[src/rtl/sha3_pkg.sv]
// Shared definitions for the SHA3 stream padder.
//    sha3_mode_e : digest selector carried on S_TUSER / BLK_MODE
//    rate_bytes  : rate r in bytes for a given mode
//    PAD_DOMAIN / PAD_FINAL : SHA3 domain-separation byte and final pad bit
//    MAX_RATE    : width in bits of the block register (SHA3-224 rate)
package sha3_pkg;

   localparam int         MAX_RATE   = 1152;
   localparam int         PTR_W      = 8;      // byte offsets up to 144 + one word
   localparam logic [7:0] PAD_DOMAIN = 8'h06;
   localparam logic [7:0] PAD_FINAL  = 8'h80;

   typedef enum logic [1:0] {
      MODE_224 = 2'd0,
      MODE_256 = 2'd1,
      MODE_384 = 2'd2,
      MODE_512 = 2'd3
   } sha3_mode_e;

   function automatic logic [PTR_W-1:0] rate_bytes(input sha3_mode_e mode);
      logic [PTR_W-1:0] r;
      case (mode)
         MODE_224: r = 8'd144;
         MODE_256: r = 8'd136;
         MODE_384: r = 8'd104;
         default:  r = 8'd72;
      endcase
      return r;
   endfunction

endpackage

[src/rtl/sha3_pad_inserter.sv]
// Combinational byte merger for the SHA3 padder.
//    blk_i   : current block register contents (Keccak lane order, byte j at [8j+7:8j])
//    data_i  : input word, first stream byte in the MSB byte
//    keep_i  : per-byte qualifier for data_i (bit k qualifies byte k)
//    wr_i    : write the qualified bytes of data_i starting at byte offset p_i
//    pend_i  : end offset p' of the message inside this block
//    pad_i   : apply the SHA3 pad (0x06 at p', 0x80 at r-1)
//    mode_i  : mode selecting the rate r
//    blk_o   : merged block
module sha3_pad_inserter #(
   parameter int WIDTH    = 16,
   parameter int MAX_RATE = sha3_pkg::MAX_RATE
) (
   input  logic [MAX_RATE-1:0]         blk_i,
   input  logic [WIDTH-1:0]            data_i,
   input  logic [WIDTH/8-1:0]          keep_i,
   input  logic                        wr_i,
   input  logic [sha3_pkg::PTR_W-1:0]  p_i,
   input  logic [sha3_pkg::PTR_W-1:0]  pend_i,
   input  logic                        pad_i,
   input  logic [1:0]                  mode_i,
   output logic [MAX_RATE-1:0]         blk_o
);
   import sha3_pkg::*;

   localparam int NB     = WIDTH / 8;
   localparam int NBYTES = MAX_RATE / 8;

   logic [PTR_W-1:0] rate;

   assign rate = rate_bytes(sha3_mode_e'(mode_i));

   // Data is written first and the pad XORed on top, so when p' = r-1 the
   // still-empty byte becomes 0x06 ^ 0x80 = 0x86 without a special case.
   always_comb begin
      blk_o = blk_i;
      for (int j = 0; j < NBYTES; j++) begin
         for (int k = 0; k < NB; k++) begin
            if (wr_i && keep_i[k] && (j == int'(p_i) + k))
               blk_o[8*j +: 8] = data_i[WIDTH-1-8*k -: 8];
         end
         if (pad_i && (j == int'(pend_i)))
            blk_o[8*j +: 8] = blk_o[8*j +: 8] ^ PAD_DOMAIN;
         if (pad_i && (j == int'(rate) - 1))
            blk_o[8*j +: 8] = blk_o[8*j +: 8] ^ PAD_FINAL;
      end
   end

endmodule

[src/rtl/sha3_stream_padder.sv]
// SHA3 stream padder: packs an AXI-Stream byte message into rate-sized
// blocks, applies the SHA3 pad, and hands each block to a permutation core.
//    ACLK, ARESET          : clock, synchronous active-high reset
//    S_TDATA/TKEEP/TLAST   : message words (first byte in MSB), tail qualifier
//    S_TUSER               : mode, sampled on the first word of a message
//    S_TVALID/S_TREADY     : input handshake
//    BLK_DATA/MODE/LAST    : padded block, its mode, final-block flag
//    BLK_VALID/BLK_READY   : block handshake
//
// state  | meaning
// ABSORB | accepting words into the block register at byte offset p
// EMIT   | block register complete, offered on BLK_*
// PADBLK | building a pad-only block after a message that filled its block
module sha3_stream_padder #(
   parameter int WIDTH    = 16,
   parameter int MAX_RATE = sha3_pkg::MAX_RATE
) (
   input  logic                  ACLK,
   input  logic                  ARESET,
   input  logic [WIDTH-1:0]      S_TDATA,
   input  logic [WIDTH/8-1:0]    S_TKEEP,
   input  logic                  S_TLAST,
   input  logic [1:0]            S_TUSER,
   input  logic                  S_TVALID,
   output logic                  S_TREADY,
   output logic [MAX_RATE-1:0]   BLK_DATA,
   output logic [1:0]            BLK_MODE,
   output logic                  BLK_LAST,
   output logic                  BLK_VALID,
   input  logic                  BLK_READY
);
   import sha3_pkg::*;

   localparam int NB = WIDTH / 8;

   localparam logic [1:0] ST_ABSORB = 2'd0;
   localparam logic [1:0] ST_EMIT   = 2'd1;
   localparam logic [1:0] ST_PADBLK = 2'd2;

   logic [1:0]          state_q, state_d;
   logic [PTR_W-1:0]    p_q, p_d;
   logic [MAX_RATE-1:0] blk_q, blk_d;
   logic [1:0]          mode_q, mode_d;
   logic                last_q, last_d;
   logic                first_q, first_d;   // next accepted word starts a message
   logic                padp_q, padp_d;     // pad-only block still owed

   logic [1:0]          mode_eff;
   logic [PTR_W-1:0]    rate;
   logic [PTR_W-1:0]    kept;
   logic [PTR_W-1:0]    p_end;

   logic                ins_wr;
   logic                ins_pad;
   logic [PTR_W-1:0]    ins_p;
   logic [PTR_W-1:0]    ins_pend;
   logic [NB-1:0]       ins_keep;
   logic [1:0]          ins_mode;
   logic [MAX_RATE-1:0] ins_blk;

   assign mode_eff = first_q ? S_TUSER : mode_q;
   assign rate     = rate_bytes(sha3_mode_e'(mode_eff));

   // Keep is only meaningful on the last word; earlier words are always full.
   always_comb begin
      kept = '0;
      for (int k = 0; k < NB; k++)
         kept = kept + PTR_W'(S_TKEEP[k]);
   end

   assign p_end = p_q + (S_TLAST ? kept : PTR_W'(NB));

   sha3_pad_inserter #(
      .WIDTH    (WIDTH),
      .MAX_RATE (MAX_RATE)
   ) u_pad (
      .blk_i  (blk_q),
      .data_i (S_TDATA),
      .keep_i (ins_keep),
      .wr_i   (ins_wr),
      .p_i    (ins_p),
      .pend_i (ins_pend),
      .pad_i  (ins_pad),
      .mode_i (ins_mode),
      .blk_o  (ins_blk)
   );

   always_comb begin
      state_d  = state_q;
      p_d      = p_q;
      blk_d    = blk_q;
      mode_d   = mode_q;
      last_d   = last_q;
      first_d  = first_q;
      padp_d   = padp_q;
      ins_wr   = 1'b0;
      ins_pad  = 1'b0;
      ins_p    = p_q;
      ins_pend = p_q;
      ins_keep = '1;
      ins_mode = mode_q;

      case (state_q)
         ST_ABSORB: begin
            ins_mode = mode_eff;
            ins_keep = S_TLAST ? S_TKEEP : '1;
            ins_pend = p_end;
            ins_pad  = S_TLAST && (p_end < rate);
            if (S_TVALID) begin
               ins_wr  = 1'b1;
               blk_d   = ins_blk;
               mode_d  = mode_eff;
               first_d = S_TLAST;
               if (S_TLAST) begin
                  // A message ending exactly on the rate boundary has no room
                  // for the pad: emit the data block, then a pad-only block.
                  p_d     = '0;
                  state_d = ST_EMIT;
                  last_d  = (p_end < rate);
                  padp_d  = (p_end >= rate);
               end else if (p_end >= rate) begin
                  p_d     = '0;
                  state_d = ST_EMIT;
                  last_d  = 1'b0;
               end else begin
                  p_d = p_end;
               end
            end
         end
         ST_EMIT: begin
            if (BLK_READY) begin
               blk_d   = '0;
               last_d  = 1'b0;
               padp_d  = 1'b0;
               state_d = padp_q ? ST_PADBLK : ST_ABSORB;
            end
         end
         ST_PADBLK: begin
            ins_p    = '0;
            ins_pend = '0;
            ins_pad  = 1'b1;
            blk_d    = ins_blk;
            last_d   = 1'b1;
            state_d  = ST_EMIT;
         end
         default: state_d = ST_ABSORB;
      endcase
   end

   always_ff @(posedge ACLK) begin
      if (ARESET) begin
         state_q <= ST_ABSORB;
         p_q     <= '0;
         blk_q   <= '0;
         mode_q  <= '0;
         last_q  <= 1'b0;
         first_q <= 1'b1;
         padp_q  <= 1'b0;
      end else begin
         state_q <= state_d;
         p_q     <= p_d;
         blk_q   <= blk_d;
         mode_q  <= mode_d;
         last_q  <= last_d;
         first_q <= first_d;
         padp_q  <= padp_d;
      end
   end

   assign S_TREADY  = (state_q == ST_ABSORB);
   assign BLK_VALID = (state_q == ST_EMIT);
   assign BLK_DATA  = blk_q;
   assign BLK_MODE  = mode_q;
   assign BLK_LAST  = last_q;

endmodule
[config.mk]
export PLATFORM = sky130hd
export DESIGN_NAME = sha3_stream_padder
export DESIGN_NICKNAME = d
export VERILOG_FILES = /design/src/rtl/sha3_pkg.sv /design/src/rtl/sha3_pad_inserter.sv /design/src/rtl/sha3_stream_padder.sv
export SDC_FILE = /design/constraint.sdc
export NUM_CORES = 2
export LEC_CHECK = 0
export CAP_MARGIN = 15
export CORE_AREA = 2 2 456 458
export CTS_BUF_LIST = sky130_fd_sc_hd__clkbuf_8
export CTS_CLUSTER_DIAMETER = 60
export CTS_CLUSTER_SIZE = 20
export DETAILED_ROUTE_END_ITERATION = 6
export DIE_AREA = 0 0 458 460
export DONT_BUFFER_PORTS = 1
export GPL_TIMING_DRIVEN = 0
export MAX_ROUTING_LAYER = met4
export SYNTH_ARGS = -nofsm -noshare
export SYNTH_HDL_FRONTEND = slang
export SYNTH_HIERARCHICAL = 1
export SYNTH_SLANG_ARGS = --single-unit
[constraint.sdc]
create_clock -name ACLK -period 4.7 [get_ports ACLK]
set_input_delay 0.235 -clock ACLK [delete_from_list [all_inputs] [get_ports ACLK]]
set_output_delay 0.235 -clock ACLK [all_outputs]
set_load 0.02 [all_outputs]
Word level (Yosys, flattened, before mapping). Index checks and enable logic that the tools add are counted.

Register bits: 1167. Input bits: 25. Output and inout port bits: 1157. Word-level logic and storage cells: 2083.

$add $sub $neg: 4. $lt $le $gt $ge: 2. Equal/unequal tests: 582. Mux-type cells: 607. Bitwise logic cells: 288. Reduce and logical (&&, ||, !) cells: 593.

Operators by type and width (count): $eq A8 B32 Y1 const A (128); $mux W8 (435); $pmux W1152 S3 (1); $mux W1152 (2); $eq A7 B32 Y1 const A (64); $eq A8 B8 Y1 const A (160); $eq A6 B32 Y1 const A (32); $eq A9 B32 Y1 const A (32); $logic_and A1 B1 Y1 (579); $eq A5 B32 Y1 const A (16); $eq A7 B8 Y1 const A (64); $mux W3 (144); $not A2 Y2 (144); $eq A4 B32 Y1 const A (8); $eq A6 B8 Y1 const A (32); $not A1 Y1 (144); $eq A3 B32 Y1 const A (4); $eq A5 B8 Y1 const A (16); $logic_not A32 Y1 (3); $eq A2 B32 Y1 const A (2); $eq A4 B8 Y1 const A (8); $pmux W8 S3 (2); $eq A3 B8 Y1 const A (4); $mux W2 (10); 24 further kinds (42).

Logic depth before layout (Yosys ltp).
Depth in word-level cells: 11. Depth in mapped cells: 21. Depth with buffers taken out: 19.

Modules after synthesis. The synthesis kept the hierarchy.

By module, submodules not included: sha3_stream_padder (instances 1, cells each 5287, area each 45202.1 µm², sequential area each 23362.4 µm²); sha3_pad_inserter (instances 1, cells each 4777, area each 31228.7 µm², sequential area each 0.0 µm²).

Worst setup path before layout. No wires, ideal clock.

Kind: input -> register. Start: input S_TLAST. End: register blk_q[297] (netlist: BLK_DATA[297]). Setup time: 0.070 ns. Arrival time: 4.138 ns. Required time: 4.630 ns. Setup slack: 0.491 ns. Stages on the path: 21. Path buffers: 4. Cell sequence: clkbuf_1 -> and2_1 -> ha_1 -> inv_1 -> fa_1 -> nand3b_1 -> nor2_1 -> xor2_1 -> ha_1 -> nand2_1 -> o21ai_0 -> a21oi_1 -> a31o_2 -> clkbuf_1 -> and3_1 -> clkbuf_1 -> clkbuf_1 -> nand3_1 -> xnor2_1 -> nand3b_1 -> a21oi_1.

Elaborated cells between the ends (all ways): 21. Classes of those cells: add/sub: 1; order compare: 1; eq/ne: 1; mux: 11; bitwise: 1; reduce/logical: 6.

RTL lines: start: declaration (line sha3_stream_padder.sv:22) `input logic S_TLAST,`; $mux W2 (line sha3_stream_padder.sv:71) `assign p_end = p_q + (S_TLAST ? kept : PTR_W'(NB));`; $add A8 B2 Y8 (line sha3_stream_padder.sv:71); $lt A8 B8 Y1 (line sha3_stream_padder.sv:108) `ins_pad = S_TLAST && (p_end < rate);`; $logic_and A1 B1 Y1 (*) (line sha3_stream_padder.sv:108); $pmux W1 S2 (*) (line sha3_stream_padder.sv:103) `case (state_q)`; named net ins_pad (line sha3_stream_padder.sv:54) `logic ins_pad;`; $logic_and A1 B1 Y1 (*) (line sha3_pad_inserter.sv:42) `if (pad_i && (j == int'(pend_i)))`; $mux W3 (*) (line sha3_pad_inserter.sv:42); $mux W8 (*) (line sha3_pad_inserter.sv:44) `if (pad_i && (j == int'(rate) - 1))`; named net ins_blk[297] (line sha3_stream_padder.sv:59) `logic [MAX_RATE-1:0] ins_blk;`; $mux W1152 (line sha3_stream_padder.sv:109) `if (S_TVALID) begin`; $pmux W1152 S3 (*) (line sha3_stream_padder.sv:103); end signal: assignment (line sha3_stream_padder.sv:162) `blk_q <= blk_d;`; end: declaration (line sha3_stream_padder.sv:42) `logic [MAX_RATE-1:0] blk_q, blk_d;`.

Mark *: on every way through the listed nets, which the timed path passes. The rest lies on a longest branch. The select of a mux whose other input is x is not followed. A chain may end at the register's enable or synchronous reset.

Worst setup path in the final report.
Start: register state_q[0]. End: register blk_q[287] (netlist: BLK_DATA[287]).

Cells in the longest elaborated chain, start to end: 10. Elaborated cells between the ends (all ways): 32. Classes of those cells: add/sub: 2; eq/ne: 9; mux: 11; bitwise: 1; reduce/logical: 9.

RTL lines: start: declaration (line sha3_stream_padder.sv:40) `logic [1:0] state_q, state_d;`; start signal: assignment (line sha3_stream_padder.sv:160) `state_q <= state_d;`; $eq A2 B2 Y1 (*) (line sha3_stream_padder.sv:103); $mux W8 (*) (line sha3_stream_padder.sv:103); named net ins_p[1] (line sha3_stream_padder.sv:55) `logic [PTR_W-1:0] ins_p;`; $add A8 B1 Y9 or $eq A7 B8 Y1 (tied branches) (line sha3_pad_inserter.sv:39) `if (wr_i && keep_i[k] && (j == int'(p_i) + k))`; $eq A7 B32 Y1 or $logic_and A1 B1 Y1 (tied branches) (line sha3_pad_inserter.sv:39); $logic_and A1 B1 Y1 or $mux W8 (tied branches) (line sha3_pad_inserter.sv:39); $mux W8 (*) (line sha3_pad_inserter.sv:39); $not A1 Y1 (no source line); $mux W8 (*) (line sha3_pad_inserter.sv:44); named net ins_blk[287] (line sha3_stream_padder.sv:59); $mux W1152 (line sha3_stream_padder.sv:109); $pmux W1152 S3 (*) (line sha3_stream_padder.sv:103).

Marks and branches as above.

==> flow_summary.ini <==
[global_route]
grt_antenna_before_repair = 61
grt_max_degree = 17
overflow = 0
groute.usage.overall_pct = 50.3
grt_pass1_wl_microns = 704000
grt_pass1_vias = 76000

[cts]
htree_levels = 4
cts_tree = built
numClockSinks = 1167
cts_buffers = 149
clkLatencyLatePin_ns = 1.03
clockBufferDepth = 3
clockRootBuffer = clkbuf_8
cts.clk_slew.worst_paths_ns = 0.09

[worst_setup_path]
cp-end-kind = flip-flop
critPathMaxStageDelay_ns = 0.68
critPathKind = flip-flop to flip-flop
critPathCapture = BLK_DATA[287]$_SDFFE_PP0P_
crit_buf_inv = 7
cp_cell_sequence = inv_1 > ha_1 > clkbuf_2 > nor2_2 > buf_4 > buf_6 > and4_1 > buf_2 > buf_4 > mux2i_2 > nand2_1 > clkbuf_1 > a21oi_1 > nand3b_1 > a21oi_1
r2r_setup_slack_ns = 0.01
crit_slowest_cell = mux2i_2
reg2reg_depth = 15
cp-startpoint = state_q[0]$_SDFFE_PP0P_
required_ns = 5.62
r2r_start = state_q[0]$_SDFFE_PP0P_
arrival_ns = 5.60
worstSetupStartpointType = flip-flop
cp.depth = 15
rr_endpoint = BLK_DATA[287]$_SDFFE_PP0P_
path_max_fanout = 10
cp_top_family = buffers and inverters

[timing]
slew-limit-headroom_pct = -0.260
clock_skew_ns = 0.0546
fin_setup_tns_ns = 0
worstMarginPinSlew_ns = 1.50
min_period_over_period_pct = 99.7
rsz0062_at_grt = true
hold_viol_final = 0
setup_viol = 0
final.min_clock_period_ns = 4.69
max_freq_mhz = 213
drv_slew = 10

[placement]
dp_hpwl_microns = 411000
placed_cells = 12900
place_congestion = 1.05
place_area_sq_um = 81700
portBuffers = 0

[pwr]
vdd_drop_max_mv = 0.334
cellLeakagePower_nw = 30.5
power_density_nw_per_um2 = 286

[route]
wl_microns = 544000
ant_nets = 0
drt_iter0_markers = 13900
vias_per_cell = 6.47
routed.top_layer = met4
drt-pass1-iter-count = 7
m1WireLength_microns = 192000
drc = 2
wl_met3_microns = 89000
vias = 85800
routedWlPerCell_microns = 41.0
met2_length_microns = 211000

[floorplan]
die_w_microns = 458
fp.coreArea_sq_um = 206000
die-area_sq_um = 211000
start_util_pct = 37.1
rows = 167
die_h_microns = 460
boundaryPins = 1182

[synth]
syn_avg_cell_area_sq_um = 7.59
ys_ff_latch = 1167
syn_nets = 10100
async_flop_share_pct = 0
ys_warn_count = 6
synth_largest_area_cell = dfxtp_1
synth_edf_count = 0
synth_area_sq_um = 76400
synthDominantCellAreaShare_pct = 30.6
synth_top_flop_cell = dfxtp_1
syn_inst = 10100
ys_types = 75
ys_top_cells_by_area = dfxtp_1 31%, mux2i_1 15%, nand3b_1 11%, a21oi_1 11%, nand2_1 8.8%
seq_area_frac_synth_pct = 30.6

[flow_run]
drv_cap = 1

[run_status]
violations = design-rule violations, max-capacitance violations, max-slew violations
status = finished with violations

[final_layout]
fin_area_sq_um = 86900
finalNonFillerCells = 13300
drive_gt1_share_pct = 12.0
fin_nets = 10400
areaGrowthSynthToFinish_pct = 13.8

[min_path]
hold_path_class = input pin to flip-flop
-- worst register-to-register path, cell delays in order, from the launching register on --
cell and delay, ns:
dfxtp_1 0.39, inv_1 0.08, ha_1 0.26, clkbuf_2 0.27
nor2_2 0.31, buf_4 0.22, buf_6 0.17, and4_1 0.20
buf_2 0.42, buf_4 0.48, mux2i_2 0.71, nand2_1 0.28
clkbuf_1 0.30, a21oi_1 0.21, nand3b_1 0.10, a21oi_1 0.17
-- cell families (layout without fill, tap and decap cells) --
family	Yosys count	in the layout	synth area share [%]
flip-flops	1167	1167	30.6
buffers and inverters	1073	1504	5.87
adder cells (fa/ha/maj)	14	14	0.239
AND/OR/NAND/NOR	3999	3999	28.0
XOR/XNOR	304	304	3.48
AO/OA/AOI/OAI	2212	2212	14.6
other	0	68	0
multiplexers	1295	1295	17.2
-- power breakdown --
| group | leakage [nW] | internal, mW | switching (mW) |
|---|---|---|---|
| clock | 1.77 | 4.39 | 5.15 |
| combinational | 19.3 | 1.14 | 4.14 |
| sequential | 9.40 | 9.91 | 0.124 |
-- sequential cells by signal, indices dropped and copies added, names as in the netlist --
register,count
BLK_DATA,1152
BLK_LAST,1
BLK_MODE,2
first_q,1
p_q,8
padp_q,1
state_q,2
-- Yosys cell counts, drive strengths merged (140+ instances only) --
master  instances
dfxtp        1167
mux2          153
nor3          192
nor2          599
o21ai         489
nand2        1797
xnor2         164
mux2i        1142
buf           360
xor2          140
a21oi        1692
nand3b       1157
clkbuf        699
-- through the flow --
step / hold slack, ns / power (mW) / setup WS [ns] / util [%]
after detailed placement: 0.420 / 15.1 / -1.89 / 39.7
final: 0.107 / 24.8 / 0.0141 / 42.2
after floorplan: 0.397 / 12.5 / 0.491 / -
after global routing: 0.103 / 25.0 / -0.00634 / 42.2
after global placement: 0.413 / 14.9 / -2.84 / 38.7
after CTS: 0.0158 / 24.4 / -0.00735 / 41.8
-- layout make-up --
cell class	instances	area, sq um
tap	2704	3380
fill	21200	119000
clock buffer	165	2270
multi-input combinational	7824	49400
buffer	1048	4570
clock inverter	107	1250
inverter	14	52.6
timing repair buffer	170	2520
antenna	68	170
sequential	1167	23400
-- worst min-delay path by stage --
stage                     slack (ns)  cells past startpoint  startpoint                        to
after floorplan                 0.40                      2  S_TUSER[0]  BLK_MODE[0]$_SDFFE_PP0P_
after global placement          0.41                      2  S_TUSER[0]  BLK_MODE[0]$_SDFFE_PP0P_
after detailed placement        0.42                      2  S_TUSER[0]  BLK_MODE[0]$_SDFFE_PP0P_
after CTS                       0.02                      6      ARESET   state_q[1]$_SDFFE_PP0P_
after global routing            0.10                      6      ARESET   state_q[1]$_SDFFE_PP0P_
final                           0.11                      6      ARESET   state_q[1]$_SDFFE_PP0P_
-- layer usage --
metal	GRT usage, %	vias to the layer above
li1	-	35500
met1	56.3	41500
met2	66.6	6983
met3	25.7	1827
met4	40.0	0
met5	-	-
-- placed cells by master (no fill, tap or decap), drive strengths merged, types with 3 or more instances in the layout --
cell / instances
nand2: 1797
a21oi: 1692
dfxtp: 1167
nand3b: 1157
mux2i: 1142
clkbuf: 859
nor2: 599
buf: 513
o21ai: 489
nor3: 192
xnor2: 164
mux2: 153
xor2: 140
nand3: 126
diode: 68
inv: 50
clkinv: 35
nor2b: 21
clkinvlp: 19
bufinv: 17
and2: 13
ha: 13
and3: 12
dlygate4sd3: 11
a22oi: 10
nand4bb: 10
or4b: 9
nand4b: 8
or2: 7
and4b: 7
nand4: 7
nand2b: 6
nor4: 6
nor4bb: 5
nor4b: 5
and4bb: 3
a32oi: 3
-- repair_timing --
action	in CTS	in global routing
setup endpoints to repair	665	776
hold endpoints to repair	16	0
gates resized for setup	100	86
setup buffers	30	32
pin swaps	10	12
hold buffers	11	0
Note: power is estimated with default switching activity, not from simulation.
